==> config.mk <==
export PLATFORM = sky130hd
export DESIGN_NAME = alu_pipe
export DESIGN_NICKNAME = d
export VERILOG_FILES = /design/src/rtl/alu_pkg.sv /design/src/rtl/alu_shifter.sv /design/src/rtl/alu_pipe.sv
export SDC_FILE = /design/constraint.sdc
export NUM_CORES = 1
export LEC_CHECK = 0
export ABC_CLOCK_PERIOD_IN_PS = 6650
export CAP_MARGIN = 20
export CORE_MARGIN = 2
export CORE_UTILIZATION = 35
export CTS_BUF_LIST = sky130_fd_sc_hd__clkbuf_16
export CTS_CLUSTER_SIZE = 16
export DETAILED_ROUTE_END_ITERATION = 10
export PLACE_DENSITY_LB_ADDON = 0.25
export SYNTH_ARGS = -nofsm -noshare
export SYNTH_HDL_FRONTEND = slang
export SYNTH_SLANG_ARGS = --single-unit
==> constraint.sdc <==
create_clock -name Clk -period 6.65 [get_ports Clk]
set_input_delay 1.6625 -clock Clk [delete_from_list [all_inputs] [get_ports Clk]]
set_output_delay 1.6625 -clock Clk [all_outputs]
set_load 0.02 [all_outputs]
==> src/rtl/alu_pkg.sv <==
// Shared encodings and the condition evaluator for the pipelined ALU.
package alu_pkg;

  localparam logic [3:0] OP_AND  = 4'b0000;
  localparam logic [3:0] OP_OR   = 4'b0001;
  localparam logic [3:0] OP_XOR  = 4'b0010;
  localparam logic [3:0] OP_NOT  = 4'b0011;
  localparam logic [3:0] OP_ADD  = 4'b0100;
  localparam logic [3:0] OP_ADC  = 4'b0101;
  localparam logic [3:0] OP_SUB  = 4'b0110;
  localparam logic [3:0] OP_SBC  = 4'b0111;
  localparam logic [3:0] OP_RSB  = 4'b1000;
  localparam logic [3:0] OP_MOV  = 4'b1001;
  localparam logic [3:0] OP_TST  = 4'b1010;
  localparam logic [3:0] OP_CMP  = 4'b1011;
  localparam logic [3:0] OP_CMN  = 4'b1100;
  localparam logic [3:0] OP_MOVI = 4'b1101;
  localparam logic [3:0] OP_BIC  = 4'b1110;

  localparam logic [3:0] CC_AL = 4'b0000;
  localparam logic [3:0] CC_EQ = 4'b0001;
  localparam logic [3:0] CC_NE = 4'b0010;
  localparam logic [3:0] CC_CS = 4'b0011;
  localparam logic [3:0] CC_CC = 4'b0100;
  localparam logic [3:0] CC_MI = 4'b0101;
  localparam logic [3:0] CC_PL = 4'b0110;
  localparam logic [3:0] CC_VS = 4'b0111;
  localparam logic [3:0] CC_VC = 4'b1000;
  localparam logic [3:0] CC_HI = 4'b1001;
  localparam logic [3:0] CC_LS = 4'b1010;
  localparam logic [3:0] CC_GE = 4'b1011;
  localparam logic [3:0] CC_LT = 4'b1100;
  localparam logic [3:0] CC_GT = 4'b1101;
  localparam logic [3:0] CC_LE = 4'b1110;
  localparam logic [3:0] CC_NV = 4'b1111;

  localparam logic [2:0] SR_NONE = 3'b000;
  localparam logic [2:0] SR_LSL  = 3'b001;
  localparam logic [2:0] SR_LSR  = 3'b010;
  localparam logic [2:0] SR_ASR  = 3'b011;
  localparam logic [2:0] SR_ROR  = 3'b100;

  localparam int unsigned FLAG_N = 3;
  localparam int unsigned FLAG_Z = 2;
  localparam int unsigned FLAG_C = 1;
  localparam int unsigned FLAG_V = 0;

  // ARM condition evaluation against an {N,Z,C,V} flag vector.
  function automatic logic cond_pass(input logic [3:0] cond, input logic [3:0] flags);
    logic n, z, c, v;
    n = flags[FLAG_N];
    z = flags[FLAG_Z];
    c = flags[FLAG_C];
    v = flags[FLAG_V];
    case (cond)
      CC_AL:   cond_pass = 1'b1;
      CC_EQ:   cond_pass = z;
      CC_NE:   cond_pass = !z;
      CC_CS:   cond_pass = c;
      CC_CC:   cond_pass = !c;
      CC_MI:   cond_pass = n;
      CC_PL:   cond_pass = !n;
      CC_VS:   cond_pass = v;
      CC_VC:   cond_pass = !v;
      CC_HI:   cond_pass = c && !z;
      CC_LS:   cond_pass = !c || z;
      CC_GE:   cond_pass = (n == v);
      CC_LT:   cond_pass = (n != v);
      CC_GT:   cond_pass = !z && (n == v);
      CC_LE:   cond_pass = z || (n != v);
      CC_NV:   cond_pass = 1'b0;
      default: cond_pass = 1'b0;
    endcase
  endfunction

endpackage

==> src/rtl/alu_shifter.sv <==
// Barrel pre-shifter for operand B; keep_c means the carry comes from the flag register.
module alu_shifter
  import alu_pkg::*;
#(
  parameter  int unsigned WIDTH = 32,
  localparam int unsigned SHW   = $clog2(WIDTH)
) (
  input  logic [WIDTH-1:0] value,
  input  logic [2:0]       sr_cont,
  input  logic [SHW-1:0]   amount,
  output logic [WIDTH-1:0] result,
  output logic             carry,
  output logic             keep_c
);

  logic [WIDTH:0]   wide_l;
  logic [WIDTH:0]   wide_r;
  logic [WIDTH:0]   wide_a;
  logic [WIDTH-1:0] rot;

  // One extra bit on the shifted-out side captures the last bit lost.
  assign wide_l = {1'b0, value} << amount;
  assign wide_r = {value, 1'b0} >> amount;
  assign wide_a = $signed({value, 1'b0}) >>> amount;
  assign rot    = (value >> amount) | (value << (WIDTH - 32'(amount)));

  always_comb begin
    result = value;
    carry  = 1'b0;
    keep_c = 1'b1;
    if (amount != '0) begin
      case (sr_cont)
        SR_NONE: ;
        SR_LSL: begin
          result = wide_l[WIDTH-1:0];
          carry  = wide_l[WIDTH];
          keep_c = 1'b0;
        end
        SR_LSR: begin
          result = wide_r[WIDTH:1];
          carry  = wide_r[0];
          keep_c = 1'b0;
        end
        SR_ASR: begin
          result = wide_a[WIDTH:1];
          carry  = wide_a[0];
          keep_c = 1'b0;
        end
        SR_ROR: begin
          result = rot;
          carry  = rot[WIDTH-1];
          keep_c = 1'b0;
        end
        default: ;
      endcase
    end
  end

endmodule

==> src/rtl/alu_pipe.sv <==
// Two-stage pipelined ALU with pre-shift, conditional execution and NZCV flags.
module alu_pipe
  import alu_pkg::*;
#(
  parameter  int unsigned WIDTH = 32,
  localparam int unsigned SHW   = $clog2(WIDTH)
) (
  input  logic             Clk,
  input  logic             Rst_n,
  input  logic             In_Valid,
  output logic             In_Ready,
  input  logic [WIDTH-1:0] In1,
  input  logic [WIDTH-1:0] In2,
  input  logic [15:0]      Immediate,
  input  logic [3:0]       Opcode,
  input  logic [3:0]       Cond,
  input  logic [2:0]       SR_Cont,
  input  logic [SHW-1:0]   SR_Bit,
  input  logic             S,
  output logic             Out_Valid,
  input  logic             Out_Ready,
  output logic [WIDTH-1:0] Out,
  output logic             Out_Exec,
  output logic             Out_Wr,
  output logic [3:0]       Flags
);

  localparam int unsigned W1 = WIDTH + 1;

  logic             s1_valid;
  logic [WIDTH-1:0] s1_a, s1_b;
  logic             s1_sc, s1_keep_c, s1_s;
  logic [15:0]      s1_imm;
  logic [3:0]       s1_op, s1_cond;

  logic [WIDTH-1:0] sh_result;
  logic             sh_carry, sh_keep;

  logic             advance;
  logic             pass, arith, cmp_op, reserved, ci, shift_c;
  logic [WIDTH-1:0] x, y, logic_res, result;
  logic [WIDTH:0]   sum;
  logic [3:0]       next_flags;

  assign advance  = !Out_Valid || Out_Ready;
  assign In_Ready = !s1_valid || advance;

  alu_shifter #(.WIDTH(WIDTH)) u_shifter (
    .value   (In2),
    .sr_cont (SR_Cont),
    .amount  (SR_Bit),
    .result  (sh_result),
    .carry   (sh_carry),
    .keep_c  (sh_keep)
  );

  // Execute stage; a flag-sourced shifter carry is read here so it sees every older commit.
  always_comb begin
    x         = s1_a;
    y         = s1_b;
    ci        = 1'b0;
    arith     = 1'b0;
    cmp_op    = 1'b0;
    reserved  = 1'b0;
    logic_res = '0;
    case (s1_op)
      OP_AND:  logic_res = s1_a & s1_b;
      OP_OR:   logic_res = s1_a | s1_b;
      OP_XOR:  logic_res = s1_a ^ s1_b;
      OP_NOT:  logic_res = ~s1_b;
      OP_ADD:  arith = 1'b1;
      OP_ADC:  begin arith = 1'b1; ci = Flags[FLAG_C]; end
      OP_SUB:  begin arith = 1'b1; y = ~s1_b; ci = 1'b1; end
      OP_SBC:  begin arith = 1'b1; y = ~s1_b; ci = Flags[FLAG_C]; end
      OP_RSB:  begin arith = 1'b1; x = s1_b; y = ~s1_a; ci = 1'b1; end
      OP_MOV:  logic_res = s1_b;
      OP_TST:  begin logic_res = s1_a & s1_b; cmp_op = 1'b1; end
      OP_CMP:  begin arith = 1'b1; y = ~s1_b; ci = 1'b1; cmp_op = 1'b1; end
      OP_CMN:  begin arith = 1'b1; cmp_op = 1'b1; end
      OP_MOVI: logic_res = WIDTH'(s1_imm);
      OP_BIC:  logic_res = s1_a & ~s1_b;
      default: reserved = 1'b1;
    endcase
    sum     = W1'(x) + W1'(y) + W1'(ci);
    shift_c = s1_keep_c ? Flags[FLAG_C] : s1_sc;
    result  = reserved ? '0 : (arith ? sum[WIDTH-1:0] : logic_res);

    next_flags         = Flags;
    next_flags[FLAG_N] = result[WIDTH-1];
    next_flags[FLAG_Z] = (result == '0);
    next_flags[FLAG_C] = arith ? sum[WIDTH] : shift_c;
    next_flags[FLAG_V] = arith ? ((x[WIDTH-1] == y[WIDTH-1]) && (sum[WIDTH-1] != x[WIDTH-1]))
                               : Flags[FLAG_V];
    pass = cond_pass(s1_cond, Flags);
  end

  // Stage-1 payload; only qualified by s1_valid so it needs no reset.
  always_ff @(posedge Clk) begin
    if (In_Valid && In_Ready) begin
      s1_a      <= In1;
      s1_b      <= sh_result;
      s1_sc     <= sh_carry;
      s1_keep_c <= sh_keep;
      s1_imm    <= Immediate;
      s1_op     <= Opcode;
      s1_cond   <= Cond;
      s1_s      <= S;
    end
  end

  // Valids, output register and architectural flags.
  always_ff @(posedge Clk) begin
    if (!Rst_n) begin
      s1_valid  <= 1'b0;
      Out_Valid <= 1'b0;
      Out       <= '0;
      Out_Exec  <= 1'b0;
      Out_Wr    <= 1'b0;
      Flags     <= 4'b0000;
    end else begin
      if (In_Ready) s1_valid <= In_Valid;
      if (advance) begin
        Out_Valid <= s1_valid;
        if (s1_valid) begin
          if (pass) begin
            Out      <= result;
            Out_Exec <= 1'b1;
            Out_Wr   <= !reserved && !cmp_op;
            if (!reserved && (s1_s || cmp_op)) Flags <= next_flags;
          end else begin
            Out      <= '0;
            Out_Exec <= 1'b0;
            Out_Wr   <= 1'b0;
          end
        end
      end
    end
  end

endmodule

==> results.txt <==
The flow ran to the end, and the final reports show no timing, DRC or antenna violations. The clock slew at the register clock pins of the worst setup and hold paths came out at 0.06 ns. The average instance in the mapped netlist occupies 7.20 um^2.

From bottom edge to top edge, the die measures 214 um. The vias after detailed routing is 17400. The longest clock path from root to sink contains 2 buffers.

The placer's final routability congestion estimate is 1.07. The floorplan has 77 rows. The combined area of the multi-input logic cells is 11000 um^2.

The width of the chip came out at 214 um. The top fanout value on the critical path is 39. The remaining number of nets flagged by the antenna check after routing is 0. The gate count after technology mapping is 2153. The number of gates resized after cts came out at 0. The total nets after synthesis is 2321. Setup violations remaining at the end of the flow were counted as 0. The sequential cells in the finished layout cover a total of 3530 um^2. The detailed-route wire length per cell is 24.1 um. The maximum vdd ir drop is 0.000100 V.

The initial utilization of the core area, before any placement, comes to 35.3%. Max-cap violations in this run came to 0. Between clock sinks in the finished design, the worst skew comes to 0.0108 ns. The total global-route track usage came out at 28.2%.

The start of the worst register-to-register path is s1_op[2]$_DFFE_PP_. The type of the most critical hold path is reg -> reg. The maximum clock frequency came out at 195 MHz. The total of fill cells in the finished design is 4534. In this run the worst setup path begins at s1_op[2]$_DFFE_PP_.

The number of global-route vias before repair is 16200. The hold violation total from the final report is 0. The sequential fraction of the synthesis area is 22.8%.

The count of hold-fix buffers inserted at cts is 0. The buffer type at the clock tree root is clkbuf_16. CTS built an H-tree with a depth of 4.

The overall die area came out at 46000 um^2. Detailed placement finished with a half-perimeter wire length of 51000 um. The count of clock tree sinks came out at 131. The final setup TNS is 0 ns. The final-report max-slew violation count came out at 0. The antenna diode instance count is 0. The final critical-path share of the clock period is 77.2%. The worst setup slack for register-to-register paths is 1.52 ns. In the synthesized netlist, the cells that appear most often are 297 x nand2_1, 213 x nor2_1, 209 x a21oi_1, 207 x o21ai_0, 105 x clkbuf_1. The number of flops mapped to enable cells by yosys is 91. In this run the cell area of the synthesized design comes to 15500 um^2.

The total DRC errors in the routed layout is 0. The area of the core is 43900 um^2. Once layout is complete, the cells apart from fillers number 2795. The worst setup path is launched from a register. The worst path arrival time is 5.52 ns. The worst setup path is captured at a register. The power density of the placed cells came out at 196 nW/um^2. The flip-flop and latch count after synthesis is 131. The later-pin clock latency in the skew report came out at 0.45 ns. The number of buffer cells added on primary ports is 140.

The area growth from synthesis to layout is 15.9%. The routed wire length came out at 67400 um. The worst register-to-register path ends at Flags[2]$_SDFFE_PN0P_. The number of cells on the worst reg-to-reg path is 15. The net total in the final layout is 2358.

The number of buffers added by the clock tree synthesis step is 17. In the post-synthesis netlist, the biggest area contributors are edfxtp_1 18%, nand2_1 7.2%, a21oi_1 6.7%. The number of cells in the design after placement came out at 2761. The number of vias per cell is 6.23. The required time at the worst-slack endpoint came out at 7.04 ns. The slew at the pin closest to its max-slew limit came out at 1.18 ns.

The number of violations reported at the end of detailed-routing iteration 0 is 1975. The library cell with the highest instance count after synthesis is nand2_1. Summed over all cells, the static leakage comes to 6.73 nW. The worst path needs 5.13 ns of the cycle, external delays included. The proportion of register bits with asynchronous set or reset after synthesis is 0%.

TritonCTS built the clock tree. The headroom to the max-slew limit came out at 20.5%. The initial antenna violation count is 0. The first-pass GRT wire length came out at 100000 um. Yosys printed 0 warnings. After global routing the overflow that remains totals 0. The most used flip-flop cell after synthesis is edfxtp_1. Setup repair after global routing left no endpoint under its margin. Entering global routing, the biggest net connects 65 pins. The share of layout cells above drive strength 1 is 7.44%.

The area share of the leading cell type in the synthesized netlist is 17.6%. The endpoint of the worst setup timing path is Flags[2]$_SDFFE_PN0P_. After synthesis, the netlist uses 87 different library cells. The type of the worst setup path is reg -> reg. The post-CTS setup buffer count is 0. The biggest area contributor in the post-synthesis netlist is edfxtp_1. The boundary pin count came out at 141. The detailed-routing iteration count for the pre-antenna-repair pass came out at 6.
==> sequential cells by signal, summed over array words and instances (netlist names) <==
register,cells
s1_s,1
s1_imm,16
Out_Wr,1
s1_b,32
s1_sc,1
Out,32
Flags,4
Out_Valid,1
s1_valid,1
s1_keep_c,1
s1_op,4
Out_Exec,1
s1_cond,4
s1_a,32
==> area by class of cell <==
class	instances	share of cell area, %
Clock buffer	17	2.37
Clock inverter	15	1.02
Inverter	87	1.82
Multi-Input combinational cell	1764	61.2
Sequential cell	131	19.7
Tap cell	592	4.12
Timing Repair Buffer	189	9.84
==> critical path: stages (launching register included) <==
cell and delay [ns]:
edfxtp_1 0.71, nor2b_1 0.15, nand2_2 0.55, o211ai_1 0.28, fa_1 0.54, fa_1 0.51, a211oi_2 0.33, o21bai_1 0.19
a311o_1 0.42, nor2_1 0.23, mux2i_1 0.11, nor3_1 0.29, nand3_1 0.11, nor4_1 0.40, nand4_1 0.16, nand2_1 0.10
==> stage by stage <==
step | power, mW | area, um^2 | utilization (%) | hold slack (ns) | setup slack, ns
3_3_place_gp | 2.49 | 17300 | 39.4 | 0.448 | 1.26
3_5_place_dp | 2.50 | 17300 | 39.4 | 0.453 | 1.26
5_1_grt | 3.69 | 18000 | 40.9 | 0.485 | 1.18
2_1_floorplan | 1.99 | 15500 | - | 0.486 | 1.93
6_report | 3.51 | 18000 | 40.9 | 0.458 | 1.52
4_1_cts | 3.49 | 17900 | 40.8 | 0.462 | 1.56
==> cell usage in the layout (no fill, tap or decap), types with 21 or more instances in the layout <==
cell,netlist,routed
a31oi_1,40,39
nor2_1,213,212
inv_1,84,83
mux2_2,24,24
nand2b_1,21,21
edfxtp_1,91,91
o22ai_1,46,46
o21ai_0,207,207
ha_1,65,65
a22oi_1,22,22
a21oi_1,209,208
buf_4,6,48
and2_1,35,34
nor3_1,57,57
nand2_1,297,296
clkdlybuf4s50_1,0,136
mux2i_1,62,62
a211oi_1,43,43
dfxtp_1,40,40
nand3_1,40,40
nor2b_1,34,34
==> worst min path at each step <==
| stage | start | to | slack (ns) | cells past startpoint |
|---|---|---|---|---|
| floorplan | s1_valid$_SDFFE_PN0N_ | Out_Valid$_SDFFE_PN0N_ | 0.49 | 1 |
| global placement | Out[30]$_SDFFE_PN0P_ | Out[30]$_SDFFE_PN0P_ | 0.45 | 2 |
| detailed placement | Out[30]$_SDFFE_PN0P_ | Out[30]$_SDFFE_PN0P_ | 0.45 | 2 |
| CTS | Out[30]$_SDFFE_PN0P_ | Out[30]$_SDFFE_PN0P_ | 0.46 | 2 |
| global route | Out[30]$_SDFFE_PN0P_ | Out[30]$_SDFFE_PN0P_ | 0.48 | 2 |
| finish | Out[29]$_SDFFE_PN0P_ | Out[29]$_SDFFE_PN0P_ | 0.46 | 2 |
==> kinds of logic after synthesis <==
kind of cell	synth area share [%]
AOI/OAI and AO/OA	31.9
and+or+nand+nor	22.8
xor gates and xnor gates	1.81
adders and majority gates	5.50
muxes	8.50
buffers and inverters	6.73
DFF	22.8
==> report_power, final <==
part / internal (mW) / switching, mW
Combinational: 0.559 / 0.961
Sequential: 0.940 / 0.0689
Clock: 0.592 / 0.395
==> layer usage <==
metal / track usage [%] / vias up / share of wire, %
met3: 3.45 / 175 / 7.7
met5: 0 / - / 0
met1: 36.1 / 8247 / 41
li1: - / 8036 / -
met2: 46.1 / 943 / 46
met4: 15.9 / 0 / 5.7
Note: power is estimated with default switching activity, not from simulation.
